--- src/rtl/soc_bus_pkg.sv ---
// Shared definitions for the SoC unified OBI bus: master IDs, bus widths and
// block-select codes used by the address decoder.
package soc_bus_pkg;

  localparam int OBI_ADDR_WIDTH = 32;
  localparam int OBI_DATA_WIDTH = 32;

  typedef enum logic [0:0] {
    MST_INSTR = 1'b0,
    MST_DATA  = 1'b1
  } master_id_t;

  localparam logic [1:0] BLK_DRAM = 2'd0;
  localparam logic [1:0] BLK_IRAM = 2'd1;
  localparam logic [1:0] BLK_WB   = 2'd3;

endpackage

--- src/rtl/obi_rr_arbiter_if.sv ---
// Bus bundle between the two CPU OBI masters, the arbiter and the shared slave.
// Handshake: an address phase completes on any cycle where req && gnt are both
// high; req and its payload stay stable until then. rvalid is a one-cycle pulse.
interface obi_rr_arbiter_if #(
    parameter int ADDR_WIDTH = 32,
    parameter int DATA_WIDTH = 32
);
    logic [1:0]              m_req_i;
    logic [1:0]              m_gnt_o;
    logic [1:0]              m_rvalid_o;
    logic [ADDR_WIDTH-1:0]   m0_addr_i;
    logic [ADDR_WIDTH-1:0]   m1_addr_i;
    logic                    m0_we_i;
    logic                    m1_we_i;
    logic [DATA_WIDTH/8-1:0] m0_be_i;
    logic [DATA_WIDTH/8-1:0] m1_be_i;
    logic [DATA_WIDTH-1:0]   m0_wdata_i;
    logic [DATA_WIDTH-1:0]   m1_wdata_i;
    logic [DATA_WIDTH-1:0]   m_rdata_o;
    logic                    s_req_o;
    logic                    s_gnt_i;
    logic [ADDR_WIDTH-1:0]   s_addr_o;
    logic                    s_we_o;
    logic [DATA_WIDTH/8-1:0] s_be_o;
    logic [DATA_WIDTH-1:0]   s_wdata_o;
    logic                    s_rvalid_i;
    logic [DATA_WIDTH-1:0]   s_rdata_i;

    // Arbiter view: takes master requests, drives the shared slave port.
    modport slave (
        input  m_req_i, m0_addr_i, m1_addr_i, m0_we_i, m1_we_i,
               m0_be_i, m1_be_i, m0_wdata_i, m1_wdata_i,
               s_gnt_i, s_rvalid_i, s_rdata_i,
        output m_gnt_o, m_rvalid_o, m_rdata_o,
               s_req_o, s_addr_o, s_we_o, s_be_o, s_wdata_o
    );

    // Environment view: CPU masters plus the downstream slave.
    modport master (
        output m_req_i, m0_addr_i, m1_addr_i, m0_we_i, m1_we_i,
               m0_be_i, m1_be_i, m0_wdata_i, m1_wdata_i,
               s_gnt_i, s_rvalid_i, s_rdata_i,
        input  m_gnt_o, m_rvalid_o, m_rdata_o,
               s_req_o, s_addr_o, s_we_o, s_be_o, s_wdata_o
    );
endinterface

--- src/rtl/obi_rr_arbiter_id_fifo.sv ---
// In-order FIFO of master IDs for accepted-but-unanswered transactions.
// Push while full is only honoured when a pop happens in the same cycle.
module obi_id_fifo
    import soc_bus_pkg::*;
#(
    parameter int DEPTH = 2
) (
    input  logic                     clk_i,
    input  logic                     rst_ni,
    input  logic                     push,
    input  master_id_t               push_id,
    input  logic                     pop,
    output master_id_t               head,
    output logic [$clog2(DEPTH):0]   count,
    output logic                     full,
    output logic                     empty
);
    localparam int PW = (DEPTH > 1) ? $clog2(DEPTH) : 1;
    localparam int CW = $clog2(DEPTH) + 1;

    master_id_t       mem [DEPTH];
    logic [PW-1:0]    wr_ptr;
    logic [PW-1:0]    rd_ptr;
    logic [CW-1:0]    cnt;
    logic             do_push;
    logic             do_pop;

    function automatic logic [PW-1:0] next_ptr(input logic [PW-1:0] p);
        return (p == PW'(DEPTH - 1)) ? '0 : p + PW'(1);
    endfunction

    assign empty   = (cnt == '0);
    assign full    = (cnt == CW'(DEPTH));
    assign do_pop  = pop && !empty;
    assign do_push = push && (!full || do_pop);
    assign head    = mem[rd_ptr];
    assign count   = cnt;

    always_ff @(posedge clk_i) begin
        if (do_push) mem[wr_ptr] <= push_id;
    end

    always_ff @(posedge clk_i or negedge rst_ni) begin
        if (!rst_ni) begin
            wr_ptr <= '0;
            rd_ptr <= '0;
            cnt    <= '0;
        end else begin
            if (do_push) wr_ptr <= next_ptr(wr_ptr);
            if (do_pop)  rd_ptr <= next_ptr(rd_ptr);
            case ({do_push, do_pop})
                2'b10:   cnt <= cnt + CW'(1);
                2'b01:   cnt <= cnt - CW'(1);
                default: cnt <= cnt;
            endcase
        end
    end
endmodule

--- src/rtl/obi_rr_arbiter.sv ---
// Two-master OBI arbiter (instr = master 0, data = master 1) in front of the
// unified SoC bus; round-robin or fixed data priority, in-order response routing.
module obi_rr_arbiter
    import soc_bus_pkg::*;
#(
    parameter int ADDR_WIDTH      = OBI_ADDR_WIDTH,
    parameter int DATA_WIDTH      = OBI_DATA_WIDTH,
    parameter int MAX_OUTSTANDING = 2,
    parameter int DATA_PRIORITY   = 0
) (
    input  logic                               clk_i,
    input  logic                               rst_ni,
    obi_rr_arbiter_if.slave                    bus,
    output logic [$clog2(MAX_OUTSTANDING):0]   outstanding_o,
    output logic                               err_o
);
    localparam int CW = $clog2(MAX_OUTSTANDING) + 1;

    master_id_t              sel;
    master_id_t              last_grant;
    master_id_t              lock_id;
    master_id_t              head_id;
    logic                    locked;
    logic                    sel_req;
    logic                    cap_ok;
    logic                    s_req;
    logic                    hs;
    logic                    pop;
    logic                    fifo_full;
    logic                    fifo_empty;
    logic [CW-1:0]           fifo_count;
    logic [ADDR_WIDTH-1:0]   sel_addr;
    logic [DATA_WIDTH-1:0]   sel_wdata;
    logic [DATA_WIDTH/8-1:0] sel_be;
    logic                    sel_we;

    // A stalled request keeps its owner so the other master cannot swap the
    // address phase out from under the slave.
    always_comb begin
        sel = MST_INSTR;
        if (locked) begin
            sel = lock_id;
        end else begin
            case (bus.m_req_i)
                2'b10:   sel = MST_DATA;
                2'b11:   sel = (DATA_PRIORITY != 0)   ? MST_DATA :
                               (last_grant == MST_INSTR) ? MST_DATA : MST_INSTR;
                default: sel = MST_INSTR;
            endcase
        end
    end

    assign sel_req = (sel == MST_DATA) ? bus.m_req_i[1] : bus.m_req_i[0];
    // A response in this cycle frees a slot, so a full FIFO can still accept.
    assign cap_ok  = !fifo_full || bus.s_rvalid_i;
    assign s_req   = sel_req && cap_ok;
    assign hs      = s_req && bus.s_gnt_i;
    assign pop     = bus.s_rvalid_i && !fifo_empty;

    always_comb begin
        sel_addr  = '0;
        sel_we    = 1'b0;
        sel_be    = '0;
        sel_wdata = '0;
        if (sel_req) begin
            if (sel == MST_DATA) begin
                sel_addr  = bus.m1_addr_i;
                sel_we    = bus.m1_we_i;
                sel_be    = bus.m1_be_i;
                sel_wdata = bus.m1_wdata_i;
            end else begin
                sel_addr  = bus.m0_addr_i;
                sel_we    = bus.m0_we_i;
                sel_be    = bus.m0_be_i;
                sel_wdata = bus.m0_wdata_i;
            end
        end
    end

    assign bus.s_req_o    = s_req;
    assign bus.s_addr_o   = sel_addr;
    assign bus.s_we_o     = sel_we;
    assign bus.s_be_o     = sel_be;
    assign bus.s_wdata_o  = sel_wdata;
    assign bus.m_gnt_o    = {hs && (sel == MST_DATA), hs && (sel == MST_INSTR)};
    assign bus.m_rvalid_o = {pop && (head_id == MST_DATA), pop && (head_id == MST_INSTR)};
    assign bus.m_rdata_o  = bus.s_rdata_i;
    assign outstanding_o  = fifo_count;

    obi_id_fifo #(
        .DEPTH (MAX_OUTSTANDING)
    ) u_id_fifo (
        .clk_i   (clk_i),
        .rst_ni  (rst_ni),
        .push    (hs),
        .push_id (sel),
        .pop     (pop),
        .head    (head_id),
        .count   (fifo_count),
        .full    (fifo_full),
        .empty   (fifo_empty)
    );

    always_ff @(posedge clk_i or negedge rst_ni) begin
        if (!rst_ni) begin
            locked     <= 1'b0;
            lock_id    <= MST_INSTR;
            last_grant <= MST_DATA;
            err_o      <= 1'b0;
        end else begin
            locked  <= s_req && !bus.s_gnt_i;
            lock_id <= sel;
            if (hs) last_grant <= sel;
            if (bus.s_rvalid_i && fifo_empty) err_o <= 1'b1;
        end
    end
endmodule

--- src/flat_wrapper.sv ---
// flat-port wrapper written by rule: the top's interface ports become plain ports
module obi_rr_arbiter_flat import soc_bus_pkg::*;
#(
    parameter int ADDR_WIDTH      = OBI_ADDR_WIDTH,
    parameter int DATA_WIDTH      = OBI_DATA_WIDTH,
    parameter int MAX_OUTSTANDING = 2,
    parameter int DATA_PRIORITY   = 0
)
  (clk_i, rst_ni, outstanding_o, err_o, bus_m_req_i, bus_m0_addr_i, bus_m1_addr_i, bus_m0_we_i, bus_m1_we_i, bus_m0_be_i, bus_m1_be_i, bus_m0_wdata_i, bus_m1_wdata_i, bus_s_gnt_i, bus_s_rvalid_i, bus_s_rdata_i, bus_m_gnt_o, bus_m_rvalid_o, bus_m_rdata_o, bus_s_req_o, bus_s_addr_o, bus_s_we_o, bus_s_be_o, bus_s_wdata_o);
  obi_rr_arbiter_if #(.ADDR_WIDTH(ADDR_WIDTH), .DATA_WIDTH(DATA_WIDTH)) bus_i ();
  input  logic clk_i;
  input  logic rst_ni;
  output logic [$clog2(MAX_OUTSTANDING):0] outstanding_o;
  output logic err_o;
  input wire logic [$bits(bus_i.m_req_i)-1:0] bus_m_req_i;
  input wire logic [$bits(bus_i.m0_addr_i)-1:0] bus_m0_addr_i;
  input wire logic [$bits(bus_i.m1_addr_i)-1:0] bus_m1_addr_i;
  input wire logic [$bits(bus_i.m0_we_i)-1:0] bus_m0_we_i;
  input wire logic [$bits(bus_i.m1_we_i)-1:0] bus_m1_we_i;
  input wire logic [$bits(bus_i.m0_be_i)-1:0] bus_m0_be_i;
  input wire logic [$bits(bus_i.m1_be_i)-1:0] bus_m1_be_i;
  input wire logic [$bits(bus_i.m0_wdata_i)-1:0] bus_m0_wdata_i;
  input wire logic [$bits(bus_i.m1_wdata_i)-1:0] bus_m1_wdata_i;
  input wire logic [$bits(bus_i.s_gnt_i)-1:0] bus_s_gnt_i;
  input wire logic [$bits(bus_i.s_rvalid_i)-1:0] bus_s_rvalid_i;
  input wire logic [$bits(bus_i.s_rdata_i)-1:0] bus_s_rdata_i;
  output wire logic [$bits(bus_i.m_gnt_o)-1:0] bus_m_gnt_o;
  output wire logic [$bits(bus_i.m_rvalid_o)-1:0] bus_m_rvalid_o;
  output wire logic [$bits(bus_i.m_rdata_o)-1:0] bus_m_rdata_o;
  output wire logic [$bits(bus_i.s_req_o)-1:0] bus_s_req_o;
  output wire logic [$bits(bus_i.s_addr_o)-1:0] bus_s_addr_o;
  output wire logic [$bits(bus_i.s_we_o)-1:0] bus_s_we_o;
  output wire logic [$bits(bus_i.s_be_o)-1:0] bus_s_be_o;
  output wire logic [$bits(bus_i.s_wdata_o)-1:0] bus_s_wdata_o;
  assign bus_i.m_req_i = bus_m_req_i;
  assign bus_i.m0_addr_i = bus_m0_addr_i;
  assign bus_i.m1_addr_i = bus_m1_addr_i;
  assign bus_i.m0_we_i = bus_m0_we_i;
  assign bus_i.m1_we_i = bus_m1_we_i;
  assign bus_i.m0_be_i = bus_m0_be_i;
  assign bus_i.m1_be_i = bus_m1_be_i;
  assign bus_i.m0_wdata_i = bus_m0_wdata_i;
  assign bus_i.m1_wdata_i = bus_m1_wdata_i;
  assign bus_i.s_gnt_i = bus_s_gnt_i;
  assign bus_i.s_rvalid_i = bus_s_rvalid_i;
  assign bus_i.s_rdata_i = bus_s_rdata_i;
  assign bus_m_gnt_o = bus_i.m_gnt_o;
  assign bus_m_rvalid_o = bus_i.m_rvalid_o;
  assign bus_m_rdata_o = bus_i.m_rdata_o;
  assign bus_s_req_o = bus_i.s_req_o;
  assign bus_s_addr_o = bus_i.s_addr_o;
  assign bus_s_we_o = bus_i.s_we_o;
  assign bus_s_be_o = bus_i.s_be_o;
  assign bus_s_wdata_o = bus_i.s_wdata_o;
  obi_rr_arbiter #(.ADDR_WIDTH(ADDR_WIDTH), .DATA_WIDTH(DATA_WIDTH), .MAX_OUTSTANDING(MAX_OUTSTANDING), .DATA_PRIORITY(DATA_PRIORITY)) u_core (.clk_i(clk_i), .rst_ni(rst_ni), .bus(bus_i), .outstanding_o(outstanding_o), .err_o(err_o));
endmodule
--- config.mk ---
export PLATFORM = sky130hd
export DESIGN_NAME = obi_rr_arbiter_flat
export DESIGN_NICKNAME = d
export VERILOG_FILES = /design/src/rtl/soc_bus_pkg.sv /design/src/rtl/obi_rr_arbiter_if.sv /design/src/rtl/obi_rr_arbiter_id_fifo.sv /design/src/rtl/obi_rr_arbiter.sv /design/src/flat_wrapper.sv
export SDC_FILE = /design/constraint.sdc
export NUM_CORES = 1
export LEC_CHECK = 0
export ABC_AREA = 1
export BUFFER_PORTS_ARGS = -buffer_cell sky130_fd_sc_hd__buf_2
export CAP_MARGIN = 40
export CELL_PAD_IN_SITES_DETAIL_PLACEMENT = 1
export CELL_PAD_IN_SITES_GLOBAL_PLACEMENT = 1
export CORE_MARGIN = 1.5
export CORE_UTILIZATION = 18
export CTS_BUF_LIST = sky130_fd_sc_hd__clkbuf_8
export DETAILED_ROUTE_END_ITERATION = 16
export PLACE_DENSITY_LB_ADDON = 0.05
export SLEW_MARGIN = 20
export SYNTH_ARGS = -nofsm -noshare
export SYNTH_HDL_FRONTEND = slang
export SYNTH_SLANG_ARGS = --single-unit
--- constraint.sdc ---
create_clock -name clk_i -period 2.07 [get_ports clk_i]
set_input_delay 0.1035 -clock clk_i [delete_from_list [all_inputs] [get_ports clk_i]]
set_output_delay 0.1035 -clock clk_i [all_outputs]
set_load 0.1 [all_outputs]
## Yosys cells after proc, flatten, opt, wreduce, memory -nomap -nowiden

Memory sizes are Yosys's and may differ from the RTL's.
Index checks and enable logic that the tools add are counted.

- Register bits: 8
- Latch bits: 0
- Bits in writable memories: 2
- ROM bits: 0
- Bits of input ports: 176
- Output and inout port bits: 109
- Word-level logic and storage cells: 54
- Memories kept: 1

- Add/sub/neg operators: 4
- $mul: 0
- Div/mod/pow operators: 0
- Order comparisons: 0
- Equal/unequal tests: 5
- Shifts and indexed selects: 0
- Multiplexer cells: 17
- Bitwise gates (word level): 2
- Reduce and logical (&&, ||, !) cells: 18

Memories:

| memory | depth | bits a word | read ports | clocked after memory_dff | write ports | RTL line | source |
|---|---|---|---|---|---|---|---|
| u_core.u_id_fifo.mem | 2 | 1 | 1 | 0 | 1 | obi_rr_arbiter_id_fifo.sv:21 | `master_id_t mem [DEPTH];` |

Operators with widths:

| kind | number |
|---|---|
| 2-to-1 mux 32 bit | 4 |
| logical AND 1 bit | 11 |
| 2-to-1 mux 1 bit | 9 |
| equality test 2 bit, second input constant | 4 |
| 2-to-1 mux 4 bit | 2 |
| one-hot mux 2 bit (2 select lines) | 1 |
| zero test 1 bit | 3 |
| adder 1 bit, second input constant | 2 |
| adder 2 x 1 -> 2 bit, second input constant | 1 |
| equality test 2 x 1 -> 1 bit, second input constant | 1 |
| zero test 2 bit | 1 |
| logical OR 1 bit | 2 |
| NOT 1 bit | 2 |
| one-hot mux 1 bit (2 select lines) | 1 |
| nonzero test 2 bit | 1 |
| subtractor 2 x 1 -> 2 bit, second input constant | 1 |

## Longest topological paths before layout

- Depth in word-level cells: 9
- Gate-level depth with buffers: 10
- Gate-level depth less buffers: 8

## Modules after synthesis

From an unflattened synthesis, not the netlist that was laid out.

- Cells, all modules: 466
- Area, all modules: 2,240.9 sq um

Modules (own cells, without submodules):

| module | instances | cells an instance | area an instance (sq um) | sequential area each (sq um) |
|---|---|---|---|---|
| obi_rr_arbiter | 1 | 431 | 1,915.6 | 101.3 |
| obi_id_fifo | 1 | 35 | 325.3 | 160.2 |

## Least setup slack after synthesis

OpenSTA, ideal clock, no wires.

- Kind: reg-to-output
- From: reg u_core.u_id_fifo.cnt[0] (netlist: u_core.u_id_fifo.count[0])
- To: out bus_m_gnt_o[0]
- Arrival time: 2.779 ns
- Data required time: 1.966 ns
- Slack: -0.812 ns
- Stages on the path, launching flop included: 5
- Buffers on the path: 0
- Path through: dfrtp_1 > inv_1 > nand3_1 > nand4_1 > nor2_1

- Longest elaborated chain between the ends: 6

RTL lines:

| element | RTL line | source |
|---|---|---|
| start: declaration | obi_rr_arbiter_id_fifo.sv:24 | `logic [CW-1:0] cnt;` |
| start signal: assignment | obi_rr_arbiter_id_fifo.sv:52 | `2'b10: cnt <= cnt + CW'(1);` |
| start signal: assignment | obi_rr_arbiter_id_fifo.sv:53 | `2'b01: cnt <= cnt - CW'(1);` |
| start signal: assignment | obi_rr_arbiter_id_fifo.sv:54 | `default: cnt <= cnt;` |
| equality test 2 bit | obi_rr_arbiter_id_fifo.sv:33 | `assign full = (cnt == CW'(DEPTH));` |
| zero test 1 bit | obi_rr_arbiter.sv:55 | `assign cap_ok = !fifo_full \|\| bus.s_rvalid_i;` |
| logical OR 1 bit | obi_rr_arbiter.sv:55 |  |
| logical AND 1 bit | obi_rr_arbiter.sv:56 | `assign s_req = sel_req && cap_ok;` |
| logical AND 1 bit | obi_rr_arbiter.sv:57 | `assign hs = s_req && bus.s_gnt_i;` |
| logical AND 1 bit | obi_rr_arbiter.sv:85 | `assign bus.m_gnt_o = {hs && (sel == MST_DATA), hs && (sel == MST_INSTR)};` |
| end: declaration | flat_wrapper.sv:27 | `output wire logic [$bits(bus_i.m_gnt_o)-1:0] bus_m_gnt_o;` |

Every way passes these cells.

## Worst setup path in the final report

- From: reg u_core.last_grant
- To: out bus_s_be_o[2]

- Longest elaborated chain between the ends: 5
- Elaborated cells on any way between the ends: 6
- Classes of those cells: mux (6)

RTL lines:

| element | RTL line | source |
|---|---|---|
| start: declaration | obi_rr_arbiter.sv:20 | `master_id_t last_grant;` |
| start signal: assignment | obi_rr_arbiter.sv:113 | `if (hs) last_grant <= sel;` |
| 2-to-1 mux 1 bit (*) | obi_rr_arbiter.sv:47 | `(last_grant == MST_INSTR) ? MST_DATA : MST_INSTR;` |
| one-hot mux 1 bit (2 select lines) (*) | obi_rr_arbiter.sv:44 | `case (bus.m_req_i)` |
| 2-to-1 mux 1 bit (*) | obi_rr_arbiter.sv:41 | `if (locked) begin` |
| 2-to-1 mux 4 bit or 2-to-1 mux 1 bit (tied branches) | obi_rr_arbiter.sv:66, obi_rr_arbiter.sv:53 |  |
| 2-to-1 mux 4 bit (*) | obi_rr_arbiter.sv:65 | `if (sel_req) begin` |
| end: declaration | flat_wrapper.sv:33 | `output wire logic [$bits(bus_i.s_be_o)-1:0] bus_s_be_o;` |

Mark *: on every way between the ends. The rest lies on a longest branch, timed or not.

==> flow_summary_export.csv <==
group,metric,value,unit
sta,relSlewSlack,67.6,%
die,die_w,113,µm
worst_setup_path,crit_top_cell,"nand2_1",
synth,synthCells,455,
sta,final_max_slew_viol_count,0,
drt,drt-initial-drc-count,79,
pwr,irDropWorstVdd,859,µV
sta,finalCriticalPeriod,1.96,ns
die,start_util,18.7,%
placement,io_buffers,220,
cts,cts_buffer_depth,2,
synth,yosys.area.top_type,"nand2_1",
global_route,first_global_vias,3313,
layout,n_fill_cell,1529,
global_route,grt_max_degree,57,
pwr,p_comb_share,91.0,%
min_path,hold_depth,2,
synth,ys.flop_type,"dfrtp_1",
drt,drt_first_pass_iters,4,
drt,ant_nets,0,
layout,nets,818,
synth,yosysMostFrequentCell,"nand2_1",
worst_setup_path,path_cells,"nand2_1 > nand3_2 > nand2_2 > nand2_1 > nand2_4 > buf_4 > nand2_1 > inv_1 > buf_12",
worst_setup_path,crit_fanout,6,
placement,gp_congestion,0.751,
cts,clock_latency,0.24,ns
worst_setup_path,slowest_stage,"dfstp_2",
pwr,p_sw,0.00385,W
worst_setup_path,cp.depth,9,
synth,synth_seq_cells,10,
synth,ys_seq_area_share,12.0,%
worst_setup_path,start_kind,"flop",
cts,cts_max_level,1,
synth,syn_area_per_cell,4.77,µm²
pwr,powerDensity,1360,mW/mm²
cts,cts.reportedPaths.clkPinSlew,0.05,ns
worst_setup_path,crit_type,"flop to output port",
pwr,p_clk_share,3.5,%
die,die_h,113,µm
synth,ys_types,22,
sta,hold_viol,0,
sta,worst_pin_slew,0.489,ns
drt,routed_via_density,4.10,
layout,utilization,38.0,%
drt,wl_per_cell,13.4,µm
cts,cts_buffers,3,
worst_setup_path,cpPeakStageDelay,0.53,ns
die,die-area,0.0127,mm²
synth,async_reset_ff_share,80.0,%
synth,yosys.area.top_type_share,49.3,%
worst_setup_path,critPathRequiredTime,1.97,ns
cts,cts.sinks,10,
die,row_count,39,
sta,setup_viol,0,
worst_setup_path,end_kind,"output port",
global_route,grt_overflow_total,0,
run_status,status,"complete, no violations",
sta,fin_skew,0.00111,ns
worst_setup_path,cpLargestDelayFamily,"simple AND/OR/NAND/NOR gates",
synth,synth_edf_count,2,
cts,root_buffer,"clkbuf_8",
sta,post-route-period-util,94.5,%
flow_run,maxCapViolCount,0,
global_route,antenna_found_initial,1,
global_route,track_usage,15.3,%
sta,rsz0062_at_grt,"yes",
pwr,p_leak,2.90,nW
synth,synth_commonest_cells,"nand2_1, inv_1, buf_4, buf_2, dfrtp_1",
sta,hold_ws,0.0796,ns
cts,cts_tree,"done",
pwr,p_int,0.00214,W
synth,ys_top_cells_by_area,"nand2_1, buf_4, inv_1, dfrtp_1, buf_2",
pwr,finalPower,0.00599,W
drt,vias,3217,
synth,ys_warn_count,0,
pwr,power_frac_seq,5.5,%
worst_setup_path,worstPathArrival,1.85,ns
die,ios,285,
layout,final_area,0.00441,mm²
synth,syn_nets,632,
global_route,grt_pass1_wl,16000,µm
layout,drive_gt1_share,39.1,%
worst_setup_path,path_buf_inv,3,
placement,dpl_cell_area,0.00427,mm²
placement,detailed_place_hpwl,8130,µm
die,coreArea,0.0116,mm²
drt,drcViolationCount,0,
synth,synth_area,0.00217,mm²
worst_setup_path,rr_worst_depth,7,
pwr,swShare,64.2,%
min_path,worstHoldPathType,"input pin to flop",
drt,drt_wl_total,10500,µm
layout,area_growth,103,%
sta,clock.fmax,511,MHz
-- path summary, 6_finish.rpt --
kind / from / end / slack [ns]
setup / recovery: u_core.last_grant$_DFFE_PN1N_ / bus_s_be_o[2] / 0.11
hold / removal: bus_s_gnt_i / u_core.locked$_DFF_PN0_ / 0.08
setup reg to reg: u_core.locked$_DFF_PN0_ / u_core.u_id_fifo.mem[0]$_DFFE_PP_ / 0.35
hold reg to reg: u_core.err_o$_DFFE_PN0P_ / u_core.err_o$_DFFE_PN0P_ / 0.47
max in group asynchronous: rst_ni / u_core.last_grant$_DFFE_PN1N_ / 1.58
min in group asynchronous: rst_ni / u_core.u_id_fifo.count[0]$_DFFE_PN0P_ / 0.24
-- through the flow --
step / setup slack [ns] / TNS (ns) / instances
after floorplan: 0.118 / 0 / 455
after global placement: 0.351 / 0 / 773
after detailed placement: 0.258 / 0 / 773
after CTS: 0.0440 / 0 / 781
after global routing: -0.0152 / -0.0682 / 784
final: 0.115 / 0 / 784
-- power groups by stage --
stage | clock network [W] | logic, W | registers, W
5_1_grt | 0.000223 | 0.00574 | 0.000340
3_5_place_dp | 0 | 0.00539 | 0.000335
4_1_cts | 0.000217 | 0.00543 | 0.000330
3_3_place_gp | 0 | 0.00536 | 0.000331
2_1_floorplan | 0 | 0.00366 | 0.000478
6_report | 0.000209 | 0.00545 | 0.000330
-- sequential cells by signal (all words and copies together), names as in the netlist --
signal                   flops
u_core.u_id_fifo.wr_ptr      1
u_core.u_id_fifo.rd_ptr      1
u_core.u_id_fifo.mem         2
u_core.u_id_fifo.count       2
u_core.locked                1
u_core.last_grant            1
u_core.lock_id               1
u_core.err_o                 1
-- metal layers --
metal  vias up  wire length [µm]  track usage, %
li1       1622                 -               -
met2       139              5380            29.3
met3        11               751            3.16
met5         -                 0               0
met1      1445              4180            17.5
met4         0               185            3.17
-- logic make-up after synthesis --
kind of cell	Yosys count	share of synthesized area, %
adder cells (fa/ha/maj)	1	0.576
AND/OR/NAND/NOR	300	53.2
XOR/XNOR	3	1.21
AO/OA/AOI/OAI	5	1.32
flip-flops	10	12.0
buffers and inverters	136	31.6
-- cell usage in the layout, fill, tap and decap left out --
master / count
inv_4: 1
nand3_2: 2
xnor2_1: 1
nand2_4: 1
dfrtp_4: 1
dfrtp_2: 1
nand4_1: 3
clkbuf_8: 3
edfxtp_1: 2
clkinv_1: 1
xor2_1: 2
dfstp_2: 1
dfrtp_1: 5
buf_6: 1
inv_1: 81
nand2_2: 2
buf_2: 148
ha_1: 1
a31o_2: 1
clkbuf_16: 2
nand2_1: 285
or2_2: 1
a21oi_1: 2
nor2_4: 3
nand3_1: 2
dlygate4sd3_1: 1
buf_12: 74
o21ai_0: 2
nor2_1: 2
diode_2: 1
buf_4: 8
-- final cells by class --
type / instances / area, µm² / share of cell area, %
Antenna cell: 1 / 2.50 / 0.0567
Clock buffer: 3 / 41.3 / 0.935
Clock inverter: 1 / 3.75 / 0.0850
Inverter: 82 / 310 / 7.03
Multi-Input combinational cell: 310 / 1260 / 28.5
Sequential cell: 10 / 267 / 6.04
Tap cell: 143 / 179 / 4.05
Timing Repair Buffer: 234 / 2350 / 53.3
-- timing repair --
item | 4_1_cts | 5_1_grt
endpoints found under the setup margin | 2 | 51
hold endpoints to repair | 8 | 0
buffers inserted | 2 | 0
gates cloned | 1 | 2
hold buffers | 1 | 0
gates resized for setup | 0 | 3
pin swaps | 1 | 0
Power figures use the tool's default switching activity.
